===== src/rtl/isa_pkg.sv =====
// Shared ISA definitions for the decode/issue and execute stages:
// opcodes, type codes, instruction field positions and operand-use decode.
package isa_pkg;

    localparam logic [3:0] OP_ADD  = 4'h0;
    localparam logic [3:0] OP_SUB  = 4'h1;
    localparam logic [3:0] OP_AND  = 4'h2;
    localparam logic [3:0] OP_OR   = 4'h3;
    localparam logic [3:0] OP_XOR  = 4'h4;
    localparam logic [3:0] OP_SLT  = 4'h5;
    localparam logic [3:0] OP_SLTU = 4'h6;
    localparam logic [3:0] OP_SHL  = 4'h7;
    localparam logic [3:0] OP_SHR  = 4'h8;
    localparam logic [3:0] OP_NOT  = 4'h9;
    localparam logic [3:0] OP_PB   = 4'hA;
    localparam logic [3:0] OP_NOP  = 4'hF;

    localparam logic [1:0] TYPE_SIGNED = 2'd0;
    localparam logic [1:0] TYPE_BYTE   = 2'd1;

    localparam int OP_MSB   = 15;
    localparam int OP_LSB   = 12;
    localparam int TYPE_MSB = 11;
    localparam int TYPE_LSB = 10;
    localparam int RD_MSB   = 9;
    localparam int RD_LSB   = 7;
    localparam int RA_MSB   = 6;
    localparam int RA_LSB   = 4;
    localparam int RB_MSB   = 3;
    localparam int RB_LSB   = 1;

    typedef struct packed {
        logic use_a;
        logic use_b;
        logic issue;     // produces a packet and claims rd
        logic illegal;
    } use_t;

    function automatic use_t decode_use(input logic [3:0] op);
        use_t u;
        u.use_a   = (op <= OP_NOT);
        u.use_b   = (op <= OP_SLTU) || (op == OP_PB);
        u.issue   = (op <= OP_PB);
        u.illegal = (op > OP_PB) && (op != OP_NOP);
        return u;
    endfunction

endpackage


===== src/rtl/decode_issue_unit_if.sv =====
// Instruction, writeback and issue-packet signals of the decode/issue stage.
interface decode_issue_unit_if #(parameter int DATA_W = 16);

    logic              flush_i;
    logic              instr_valid_i;
    logic [15:0]       instr_i;
    logic              instr_ready_o;
    logic              wb_en_i;
    logic [2:0]        wb_addr_i;
    logic [DATA_W-1:0] wb_data_i;
    logic              dec_valid_o;
    logic              dec_ready_i;
    logic [3:0]        dec_op_o;
    logic [1:0]        dec_type_o;
    logic [DATA_W-1:0] dec_a_o;
    logic [DATA_W-1:0] dec_b_o;
    logic [2:0]        dec_rd_o;
    logic              illegal_o;

    modport slave (
        input  flush_i, instr_valid_i, instr_i, wb_en_i, wb_addr_i, wb_data_i, dec_ready_i,
        output instr_ready_o, dec_valid_o, dec_op_o, dec_type_o, dec_a_o, dec_b_o, dec_rd_o,
               illegal_o
    );

    modport master (
        output flush_i, instr_valid_i, instr_i, wb_en_i, wb_addr_i, wb_data_i, dec_ready_i,
        input  instr_ready_o, dec_valid_o, dec_op_o, dec_type_o, dec_a_o, dec_b_o, dec_rd_o,
               illegal_o
    );

endinterface


===== src/rtl/regfile_2r1w.sv =====
// 8-entry register file, two async read ports, one write port, r0 hardwired to zero,
// optional forwarding of the write port onto the read ports.
module regfile_2r1w #(
    parameter int DATA_W    = 16,
    parameter int BYPASS_EN = 1
) (
    input  logic              clk_i,
    input  logic              rst_ni,
    input  logic              we_i,
    input  logic [2:0]        waddr_i,
    input  logic [DATA_W-1:0] wdata_i,
    input  logic [2:0]        raddr_a_i,
    output logic [DATA_W-1:0] rdata_a_o,
    input  logic [2:0]        raddr_b_i,
    output logic [DATA_W-1:0] rdata_b_o
);

    logic [DATA_W-1:0] mem_q [8];
    logic [DATA_W-1:0] mem_d [8];
    logic              fwd_a;
    logic              fwd_b;

    always_comb begin
        mem_d = mem_q;
        if (we_i && (waddr_i != 3'd0)) mem_d[waddr_i] = wdata_i;
    end

    always_ff @(posedge clk_i or negedge rst_ni) begin
        if (!rst_ni) begin
            for (int i = 0; i < 8; i++) mem_q[i] <= '0;
        end else begin
            mem_q <= mem_d;
        end
    end

    always_comb begin
        fwd_a = (BYPASS_EN != 0) && we_i && (waddr_i == raddr_a_i);
        fwd_b = (BYPASS_EN != 0) && we_i && (waddr_i == raddr_b_i);
        if (raddr_a_i == 3'd0) rdata_a_o = '0;
        else if (fwd_a)        rdata_a_o = wdata_i;
        else                   rdata_a_o = mem_q[raddr_a_i];
        if (raddr_b_i == 3'd0) rdata_b_o = '0;
        else if (fwd_b)        rdata_b_o = wdata_i;
        else                   rdata_b_o = mem_q[raddr_b_i];
    end

endmodule


===== src/rtl/decode_issue_unit.sv =====
// Decode/issue stage: decodes instructions, reads operands, tracks in-flight
// destinations and holds one issue packet for the ALU.
module decode_issue_unit
    import isa_pkg::*;
#(
    parameter int DATA_W    = 16,
    parameter int BYPASS_EN = 1
) (
    input  logic                 clk_i,
    input  logic                 rst_ni,
    decode_issue_unit_if.slave   bus
);

    logic [3:0]        op;
    logic [1:0]        typ;
    logic [2:0]        rd, ra, rb;
    use_t              use_s;
    logic [DATA_W-1:0] rdata_a, rdata_b;
    logic [7:0]        wb_hit, rd_block, rs_block;
    logic              hazard, ready, accept, issue_fire;

    logic              dec_valid_q, dec_valid_d;
    logic [3:0]        dec_op_q, dec_op_d;
    logic [1:0]        dec_type_q, dec_type_d;
    logic [DATA_W-1:0] dec_a_q, dec_a_d, dec_b_q, dec_b_d;
    logic [2:0]        dec_rd_q, dec_rd_d;
    logic              illegal_q, illegal_d;
    logic [7:0]        busy_q, busy_d;

    assign op    = bus.instr_i[OP_MSB:OP_LSB];
    assign typ   = bus.instr_i[TYPE_MSB:TYPE_LSB];
    assign rd    = bus.instr_i[RD_MSB:RD_LSB];
    assign ra    = bus.instr_i[RA_MSB:RA_LSB];
    assign rb    = bus.instr_i[RB_MSB:RB_LSB];
    assign use_s = decode_use(op);

    regfile_2r1w #(.DATA_W(DATA_W), .BYPASS_EN(BYPASS_EN)) u_regfile (
        .clk_i     (clk_i),
        .rst_ni    (rst_ni),
        .we_i      (bus.wb_en_i),
        .waddr_i   (bus.wb_addr_i),
        .wdata_i   (bus.wb_data_i),
        .raddr_a_i (ra),
        .rdata_a_o (rdata_a),
        .raddr_b_i (rb),
        .rdata_b_o (rdata_b)
    );

    // With forwarding a register retiring this cycle is free; without it, any
    // source being written this cycle costs one stall cycle.
    always_comb begin
        wb_hit = '0;
        if (bus.wb_en_i && (bus.wb_addr_i != 3'd0)) wb_hit[bus.wb_addr_i] = 1'b1;
        rd_block = (BYPASS_EN != 0) ? (busy_q & ~wb_hit) : busy_q;
        rs_block = (BYPASS_EN != 0) ? rd_block : (busy_q | wb_hit);
        hazard   = use_s.issue && ((use_s.use_a && rs_block[ra]) ||
                                   (use_s.use_b && rs_block[rb]) || rd_block[rd]);
    end

    assign ready      = !bus.flush_i && !hazard && (!dec_valid_q || bus.dec_ready_i);
    assign accept     = bus.instr_valid_i && ready;
    assign issue_fire = accept && use_s.issue;

    always_comb begin
        dec_valid_d = dec_valid_q;
        dec_op_d    = dec_op_q;
        dec_type_d  = dec_type_q;
        dec_a_d     = dec_a_q;
        dec_b_d     = dec_b_q;
        dec_rd_d    = dec_rd_q;
        illegal_d   = accept && use_s.illegal;
        if (bus.flush_i) begin
            dec_valid_d = 1'b0;
        end else if (issue_fire) begin
            dec_valid_d = 1'b1;
            dec_op_d    = op;
            dec_type_d  = typ;
            dec_a_d     = use_s.use_a ? rdata_a : '0;
            dec_b_d     = use_s.use_b ? rdata_b : '0;
            dec_rd_d    = rd;
        end else if (bus.dec_ready_i) begin
            dec_valid_d = 1'b0;
        end
    end

    // Set is applied last so a same-cycle set/clear on one register keeps it busy.
    always_comb begin
        busy_d = busy_q & ~wb_hit;
        if (bus.flush_i && dec_valid_q) busy_d[dec_rd_q] = 1'b0;
        if (issue_fire) busy_d[rd] = 1'b1;
        busy_d[0] = 1'b0;
    end

    always_ff @(posedge clk_i or negedge rst_ni) begin
        if (!rst_ni) begin
            dec_valid_q <= 1'b0;
            dec_op_q    <= OP_NOP;
            dec_type_q  <= '0;
            dec_a_q     <= '0;
            dec_b_q     <= '0;
            dec_rd_q    <= '0;
            illegal_q   <= 1'b0;
            busy_q      <= '0;
        end else begin
            dec_valid_q <= dec_valid_d;
            dec_op_q    <= dec_op_d;
            dec_type_q  <= dec_type_d;
            dec_a_q     <= dec_a_d;
            dec_b_q     <= dec_b_d;
            dec_rd_q    <= dec_rd_d;
            illegal_q   <= illegal_d;
            busy_q      <= busy_d;
        end
    end

    assign bus.instr_ready_o = ready;
    assign bus.dec_valid_o   = dec_valid_q;
    assign bus.dec_op_o      = dec_op_q;
    assign bus.dec_type_o    = dec_type_q;
    assign bus.dec_a_o       = dec_a_q;
    assign bus.dec_b_o       = dec_b_q;
    assign bus.dec_rd_o      = dec_rd_q;
    assign bus.illegal_o     = illegal_q;

endmodule


===== src/flat_wrapper.sv =====
// flat-port wrapper written by rule: the top's interface ports become plain ports
module decode_issue_unit_flat import isa_pkg::*;
#(
    parameter int DATA_W    = 16,
    parameter int BYPASS_EN = 1
)
  (clk_i, rst_ni, bus_flush_i, bus_instr_valid_i, bus_instr_i, bus_wb_en_i, bus_wb_addr_i, bus_wb_data_i, bus_dec_ready_i, bus_instr_ready_o, bus_dec_valid_o, bus_dec_op_o, bus_dec_type_o, bus_dec_a_o, bus_dec_b_o, bus_dec_rd_o, bus_illegal_o);
  decode_issue_unit_if #(.DATA_W(DATA_W)) bus_i ();
  input  logic clk_i;
  input  logic rst_ni;
  input wire logic [$bits(bus_i.flush_i)-1:0] bus_flush_i;
  input wire logic [$bits(bus_i.instr_valid_i)-1:0] bus_instr_valid_i;
  input wire logic [$bits(bus_i.instr_i)-1:0] bus_instr_i;
  input wire logic [$bits(bus_i.wb_en_i)-1:0] bus_wb_en_i;
  input wire logic [$bits(bus_i.wb_addr_i)-1:0] bus_wb_addr_i;
  input wire logic [$bits(bus_i.wb_data_i)-1:0] bus_wb_data_i;
  input wire logic [$bits(bus_i.dec_ready_i)-1:0] bus_dec_ready_i;
  output wire logic [$bits(bus_i.instr_ready_o)-1:0] bus_instr_ready_o;
  output wire logic [$bits(bus_i.dec_valid_o)-1:0] bus_dec_valid_o;
  output wire logic [$bits(bus_i.dec_op_o)-1:0] bus_dec_op_o;
  output wire logic [$bits(bus_i.dec_type_o)-1:0] bus_dec_type_o;
  output wire logic [$bits(bus_i.dec_a_o)-1:0] bus_dec_a_o;
  output wire logic [$bits(bus_i.dec_b_o)-1:0] bus_dec_b_o;
  output wire logic [$bits(bus_i.dec_rd_o)-1:0] bus_dec_rd_o;
  output wire logic [$bits(bus_i.illegal_o)-1:0] bus_illegal_o;
  assign bus_i.flush_i = bus_flush_i;
  assign bus_i.instr_valid_i = bus_instr_valid_i;
  assign bus_i.instr_i = bus_instr_i;
  assign bus_i.wb_en_i = bus_wb_en_i;
  assign bus_i.wb_addr_i = bus_wb_addr_i;
  assign bus_i.wb_data_i = bus_wb_data_i;
  assign bus_i.dec_ready_i = bus_dec_ready_i;
  assign bus_instr_ready_o = bus_i.instr_ready_o;
  assign bus_dec_valid_o = bus_i.dec_valid_o;
  assign bus_dec_op_o = bus_i.dec_op_o;
  assign bus_dec_type_o = bus_i.dec_type_o;
  assign bus_dec_a_o = bus_i.dec_a_o;
  assign bus_dec_b_o = bus_i.dec_b_o;
  assign bus_dec_rd_o = bus_i.dec_rd_o;
  assign bus_illegal_o = bus_i.illegal_o;
  decode_issue_unit #(.DATA_W(DATA_W), .BYPASS_EN(BYPASS_EN)) u_core (.clk_i(clk_i), .rst_ni(rst_ni), .bus(bus_i));
endmodule

===== config.mk =====
export PLATFORM = sky130hd
export DESIGN_NAME = decode_issue_unit_flat
export DESIGN_NICKNAME = d
export VERILOG_FILES = /design/src/rtl/isa_pkg.sv /design/src/rtl/decode_issue_unit_if.sv /design/src/rtl/regfile_2r1w.sv /design/src/rtl/decode_issue_unit.sv /design/src/flat_wrapper.sv
export SDC_FILE = /design/constraint.sdc
export NUM_CORES = 1
export LEC_CHECK = 0
export ABC_CLOCK_PERIOD_IN_PS = 3800
export BUFFER_PORTS_ARGS = -buffer_cell sky130_fd_sc_hd__buf_2
export CELL_PAD_IN_SITES_DETAIL_PLACEMENT = 0
export CELL_PAD_IN_SITES_GLOBAL_PLACEMENT = 1
export CORE_MARGIN = 8
export CORE_UTILIZATION = 53
export DETAILED_ROUTE_END_ITERATION = 10
export PLACE_DENSITY_LB_ADDON = 0.1
export SYNTH_ARGS = -nofsm -noshare
export SYNTH_HDL_FRONTEND = slang
export SYNTH_SLANG_ARGS = --single-unit

===== constraint.sdc =====
create_clock -name clk_i -period 3.8 [get_ports clk_i]
set_clock_uncertainty 0.05 [all_clocks]
set_input_delay 0.19 -clock clk_i [delete_from_list [all_inputs] [get_ports clk_i]]
set_output_delay 0.19 -clock clk_i [all_outputs]
set_load 0.02 [all_outputs]

## Yosys cells after proc, flatten, opt, wreduce, memory -nomap -nowiden

Cells that the tools add are included.

| storage, ports and cells | value |
|---|---|
| output and inout port bits | 44 |
| logic and storage cells | 107 |
| register bits after elaboration | 178 |
| input bits | 41 |

| cells by class | value |
|---|---|
| mux-type cells | 33 |
| magnitude comparators | 16 |
| equal/unequal tests | 4 |
| bitwise logic cells | 9 |
| reduce and logical (&&, ||, !) cells | 29 |

Operators by type and width:

| kind | number |
|---|---|
| $mux W16 | 11 |
| $bwmux W128 | 1 |
| $bmux W16 S3 | 2 |
| $demux W16 S3 | 1 |
| $mux W8 | 3 |
| $lt A3 B4 Y1 const B | 5 |
| $logic_and A1 B1 Y1 | 17 |
| $and A8 B8 Y8 | 2 |
| $not A8 Y8 | 2 |
| $ge A4 B4 Y1 const B | 3 |
| $not A3 Y4 | 3 |
| $bmux W1 S3 | 3 |
| $demux W1 S3 | 3 |
| $ge A3 B1 Y1 const B | 3 |
| $mux W1 | 9 |
| $le A4 B4 Y1 const B | 2 |
| $or A8 B8 Y8 | 1 |
| $eq A3 B3 Y1 | 2 |
| $logic_not A3 Y1 | 2 |
| $reduce_bool A3 Y1 | 2 |
| $eq A4 B4 Y1 const B | 1 |
| $gt A4 B4 Y1 const B | 1 |
| $le A4 B3 Y1 const B | 1 |
| $logic_or A1 B1 Y1 | 4 |
| other kinds (5) | 7 |

## Logic depth before layout (Yosys ltp)

| depth | value |
|---|---|
| depth in word-level cells | 20 |
| depth in mapped cells | 10 |
| mapped depth without buffers | 6 |

## By module

A second synthesis with hierarchy kept.

| second synthesis, totals | value |
|---|---|
| cells, all modules | 802 |
| area, all modules | 9675.5 µm² |

By module, submodules not included:

| module | instances | area an instance (µm²) | seq. area each (µm²) | cells each |
|---|---|---|---|---|
| regfile_2r1w | 1 | 7084.3 | 3203.1 | 547 |
| decode_issue_unit | 1 | 2591.2 | 1256.2 | 255 |

## Worst setup path after synthesis

OpenSTA, ideal clock, no wires.

| timing | value |
|---|---|
| path kind | input to register |
| start | input port bus_wb_addr_i[2] |
| end | register u_core.dec_b_q[14], in the netlist u_core.bus.dec_b_o[14] |
| path buffers | 3 |
| arrival | 2.426 ns |
| setup time | 0.127 ns |
| stages | 9 |
| path slack | 1.197 ns |
| data required time | 3.623 ns |
| cells stage by stage | buf_4 -> nand4b_4 -> and4_1 -> or4_1 -> a41o_1 -> and4bb_2 -> buf_6 -> buf_6 -> mux2_1 |

| between the ends | value |
|---|---|
| word-level cells in the longest chain between the ends | 19 |
| elaborated cells on any way between the ends | 32 |
| those cells by class | order compare: 2; eq/ne: 1; mux: 12; bitwise: 2; reduce/logical: 15 |

Ends and longest elaborated chain:

| item | line | source |
|---|---|---|
| start, declared | flat_wrapper.sv:15 | `input wire logic [$bits(bus_i.wb_addr_i)-1:0] bus_wb_addr_i;` |
| $lt A3 B4 Y1 (implied by the code) / $ge A3 B1 Y1 (equally long branches) | decode_issue_unit.sv:53 | `if (bus.wb_en_i && (bus.wb_addr_i != 3'd0)) wb_hit[bus.wb_addr_i] = 1'b1;` |
| $logic_and A1 B1 Y1 (implied by the code) | decode_issue_unit.sv:53 |  |
| $mux W1 (implied by the code) | decode_issue_unit.sv:53 |  |
| $demux W1 S3 | n/a |  |
| $mux W8 | decode_issue_unit.sv:53 |  |
| $not A8 Y8 | decode_issue_unit.sv:54 | `rd_block = (BYPASS_EN != 0) ? (busy_q & ~wb_hit) : busy_q;` |
| $and A8 B8 Y8 | decode_issue_unit.sv:54 |  |
| $bmux W1 S3, on equally long branches | decode_issue_unit.sv:56, decode_issue_unit.sv:57 |  |
| [2 not listed] | n/a |  |
| $logic_or A1 B1 Y1 | decode_issue_unit.sv:56 | `hazard = use_s.issue && ((use_s.use_a && rs_block[ra]) \|\|` |
| $logic_or A1 B1 Y1 | decode_issue_unit.sv:57 | `(use_s.use_b && rs_block[rb]) \|\| rd_block[rd]);` |
| $logic_and A1 B1 Y1 | decode_issue_unit.sv:56 |  |
| $logic_not A1 Y1 | decode_issue_unit.sv:60 | `assign ready = !bus.flush_i && !hazard && (!dec_valid_q \|\| bus.dec_ready_i);` |
| $logic_and A1 B1 Y1 (2 in series) | decode_issue_unit.sv:60 |  |
| $logic_and A1 B1 Y1 | decode_issue_unit.sv:61 | `assign accept = bus.instr_valid_i && ready;` |
| $logic_and A1 B1 Y1 | decode_issue_unit.sv:62 | `assign issue_fire = accept && use_s.issue;` |
| $reduce_and A2 Y1 (no source line) | n/a |  |
| end signal, assigned | decode_issue_unit.sv:100 | `dec_b_q <= '0;` |
| end signal, assigned | decode_issue_unit.sv:109 | `dec_b_q <= dec_b_d;` |
| end, declared | decode_issue_unit.sv:25 | `logic [DATA_W-1:0] dec_a_q, dec_a_d, dec_b_q, dec_b_d;` |

Parallel ways exist; a longest one is shown, timed or not. The select of a mux whose other input is x is not followed.
A chain may end at the register's enable or synchronous reset.

## Worst setup path after layout

| timing | value |
|---|---|
| start | input port bus_wb_en_i |
| end | register u_core.dec_b_q[7], in the netlist u_core.bus.dec_b_o[7] |

| between the ends | value |
|---|---|
| word-level cells in the longest chain between the ends | 16 |
| elaborated cells on any way between the ends | 25 |
| those cells by class | mux: 10; bitwise: 2; reduce/logical: 13 |

Ends and longest elaborated chain:

| item | line | source |
|---|---|---|
| start, declared | flat_wrapper.sv:14 | `input wire logic [$bits(bus_i.wb_en_i)-1:0] bus_wb_en_i;` |
| $logic_and A1 B1 Y1 | decode_issue_unit.sv:53 |  |
| $mux W8 | decode_issue_unit.sv:53 |  |
| $not A8 Y8 | decode_issue_unit.sv:54 |  |
| $and A8 B8 Y8 | decode_issue_unit.sv:54 |  |
| $bmux W1 S3, on equally long branches | decode_issue_unit.sv:56, decode_issue_unit.sv:57 |  |
| $mux W1, on equally long branches | decode_issue_unit.sv:56, decode_issue_unit.sv:57 |  |
| $logic_and A1 B1 Y1, on equally long branches | decode_issue_unit.sv:56, decode_issue_unit.sv:57 |  |
| $logic_or A1 B1 Y1 | decode_issue_unit.sv:56 |  |
| $logic_or A1 B1 Y1 | decode_issue_unit.sv:57 |  |
| $logic_and A1 B1 Y1 | decode_issue_unit.sv:56 |  |
| $logic_not A1 Y1 | decode_issue_unit.sv:60 |  |
| $logic_and A1 B1 Y1 (2 in series) | decode_issue_unit.sv:60 |  |
| $logic_and A1 B1 Y1 | decode_issue_unit.sv:61 |  |
| $logic_and A1 B1 Y1 | decode_issue_unit.sv:62 |  |
| $reduce_and A2 Y1 (no source line) | n/a |  |

Parallel ways exist; a longest one is shown, timed or not. The select of a mux whose other input is x is not followed.

==> results.ini <==
[global_route]
grt_pass1_vias = 6799
grt_max_degree = 108
antenna_found_initial = 1
use_met3 = 0.0490
grt.busiest_layer = met2
grt_pass1_wl_um = 38600
use_met1 = 0.295
grt-ovfl-total = 0
use_met2 = 0.380
grt_use_total = 0.228

[layout]
area_growth_pct = 13.6
antenna_cells = 0
drive_gt1_frac = 0.413
fin_nets = 830
fillCellCount = 1361

[critical_path]
end_kind = flip-flop
reg2reg_depth = 6
crit_type = primary input to flip-flop
required_ns = 4.05
worstReg2RegStart = u_core.busy_q[1]
worstPathArrival_ns = 2.93
crit_fanout = 49
crit_start = bus_wb_en_i
cp-start-kind = primary input
r2r_end = u_core.bus.dec_b_o[7]
r2r_slack_ns = 1.21

[pwr]
fin_total_pwr_uw = 5810
p_int_uw = 4110
power.density_mw_per_mm2 = 540
pwr-share-clk = 0.314
vdd_drop_max_mv = 0.357
swShare = 0.293
p_switching_uw = 1700
power.share.sequential = 0.443
pwr-share-comb = 0.243
p_leak_uw = 0.00492

[logic_synthesis]
avgSynthCellArea_um2 = 12.9
syn-num-nets = 777
ys_types = 53
yosysWarnings = 0
synthesis.area_mm2 = 0.00946
synthFlopType = dfrtp_1
ys_seq_area_frac = 0.471
synth_edf_count = 0
synthArstFlopShare = 1.00
ys_ff_latch = 178
synth_cells = 736

[hold_path]
worstHoldPathCells = 3
min-delay-start = bus_wb_data_i[14]
hp-class = primary input to flip-flop
whs_endpoint = u_core.u_regfile.mem_q[94]

[flow_run]
drv_cap = 0

[floorplan]
dieHeight_um = 150
design.portCount = 85
die-area_mm2 = 0.0224
core-area_mm2 = 0.0177
initial_core_util = 0.534
core.rowCount = 49
die_x_um = 150

[sta]
rsz0062_at_grt = no
tightestPinTransition_ns = 1.04
fmax_mhz = 374
hold_viol_final = 0
tns_ns = 0
maxSlewHeadroom = 0.306
finalMaxSlewViolations = 0
period_minus_slack_ns = 2.67
fin_crit_sh = 0.704
setup_viol = 0

[route]
wire_per_inst_um = 23.5
vias_per_cell = 6.13
vias = 6311
drc = 0
wl_um = 24200
dr.pass1.iters = 5
ant_nets = 0
drtIter0Drc = 464

[placed_design]
gp_congestion = 0.835
port_buffers = 83
dp_hpwl_um = 15000

[clock_tree]
clock_path_buffers = 2
cts.root.buffer_cell = clkbuf_16
cts_tree = done
cts-resized-gates = 0
clk_pin_slew_worst_paths_ns = 0.07
htreeDepth = 4
numClockSinks = 178
cts_buffers = 17
clk_latency_ns = 0.44

[outcome]
status = complete, no violations

==> through the flow <==
step                hold WS, ns  instances  area (µm²)  worst slack, ns  utilization
floorplan                -0.156        736        9460             1.20            -
global placement          0.326        981        9960            0.740        0.562
global route             0.0199       1030       10800             1.03        0.607
finish                  0.00763       1030       10800             1.13        0.607
CTS                     0.00186       1030       10800             1.14        0.607
detailed placement        0.332        981        9960            0.696        0.562
==> power by group through the flow <==
stage / Sequential [µW] / Clock (µW) / Combinational, µW
global placement: 2560 / 0 / 1380
floorplan: 2690 / 0 / 865
global route: 2630 / 1920 / 1530
CTS: 2570 / 1850 / 1440
detailed placement: 2600 / 0 / 1420
finish: 2570 / 1820 / 1410
==> critical path: stages <==
cell	delay, ns
buf_2	0.27
nor4bb_4	0.52
nor2b_1	0.13
mux4_2	0.47
a221oi_1	0.35
and4bb_2	0.31
buf_12	0.27
mux2_2	0.38
==> cell families (layout without fill, tap and decap cells) <==
family                    after synthesis  in the layout  synth area share
buffers and inverters                  96            161            0.0485
xor gates and xnor gates                7              7           0.00648
and+or+nand+nor                       175            175            0.0891
AOI/OAI and AO/OA                      62             62            0.0524
muxes                                 218            218             0.332
DFF                                   178            178             0.471
==> layout by cell type, fill, tap and decap left out, types with 9 or more instances in the layout <==
| cell type | count |
|---|---|
| dfrtp_1 | 174 |
| mux2i_1 | 33 |
| buf_2 | 82 |
| inv_1 | 9 |
| buf_4 | 18 |
| nor2_1 | 36 |
| mux4_2 | 65 |
| a211oi_1 | 33 |
| clkbuf_16 | 17 |
| nand2_1 | 101 |
| dlygate4sd3_1 | 18 |
| mux2_2 | 119 |
==> timing repair <==
item / in CTS / in global routing
buffers inserted: 0 / 0
endpoints found under the hold margin: 120 / 0
setup endpoints to repair: 0 / 0
hold buffers: 18 / 0
==> sequential cells by signal (all words and copies together), names as in the netlist <==
name                    count
u_core.bus.dec_rd_o         3
u_core.bus.dec_type_o       2
u_core.bus.dec_valid_o      1
u_core.u_regfile.mem_q    128
u_core.bus.dec_op_o         4
u_core.bus.illegal_o        1
u_core.bus.dec_a_o         16
u_core.bus.dec_b_o         16
u_core.busy_q               7
==> synthesized netlist by cell type (all sizes together), types with 5 or more instances <==
| master | number | area share |
|---|---|---|
| a211oi | 33 | 0.026 |
| nand2 | 101 | 0.040 |
| a41o | 6 | 0.0063 |
| inv | 9 | 0.0036 |
| mux2 | 120 | 0.14 |
| nand4b | 5 | 0.0078 |
| nand4 | 5 | 0.0049 |
| mux4 | 65 | 0.15 |
| clkbuf | 45 | 0.018 |
| xnor2 | 6 | 0.0056 |
| nor2 | 36 | 0.014 |
| buf | 42 | 0.027 |
| mux2i | 33 | 0.035 |
| dfrtp | 174 | 0.46 |
==> cell type report <==
class	instances	area, µm²	area share
Multi-Input combinational cell	462	4590	0.426
Inverter	9	33.8	0.00314
Clock buffer	20	457	0.0425
Sequential cell	178	4460	0.415
Clock inverter	11	154	0.0143
Timing Repair Buffer	121	777	0.0723
Tap cell	229	287	0.0266
==> routing by layer <==
| metal | wire [µm] | share of wire | up-vias |
|---|---|---|---|
| met4 | 321 | 0.013 | 2 |
| li1 | - | - | 2802 |
| met5 | 11 | 0.00046 | - |
| met1 | 10300 | 0.43 | 3275 |
| met3 | 1410 | 0.058 | 29 |
| met2 | 12100 | 0.50 | 203 |
==> how the worst max path moves through the flow <==
stage / slack [ns] / depth (start not counted) / end
floorplan: 1.20 / 9 / u_core.bus.dec_b_o[14]
global placement: 0.74 / 8 / u_core.bus.dec_b_o[9]
detailed placement: 0.70 / 8 / u_core.bus.dec_b_o[11]
CTS: 1.14 / 8 / u_core.bus.dec_b_o[11]
global route: 1.03 / 8 / u_core.bus.dec_b_o[12]
finish: 1.13 / 8 / u_core.bus.dec_b_o[7]
Note: power is estimated with default switching activity, not from simulation.
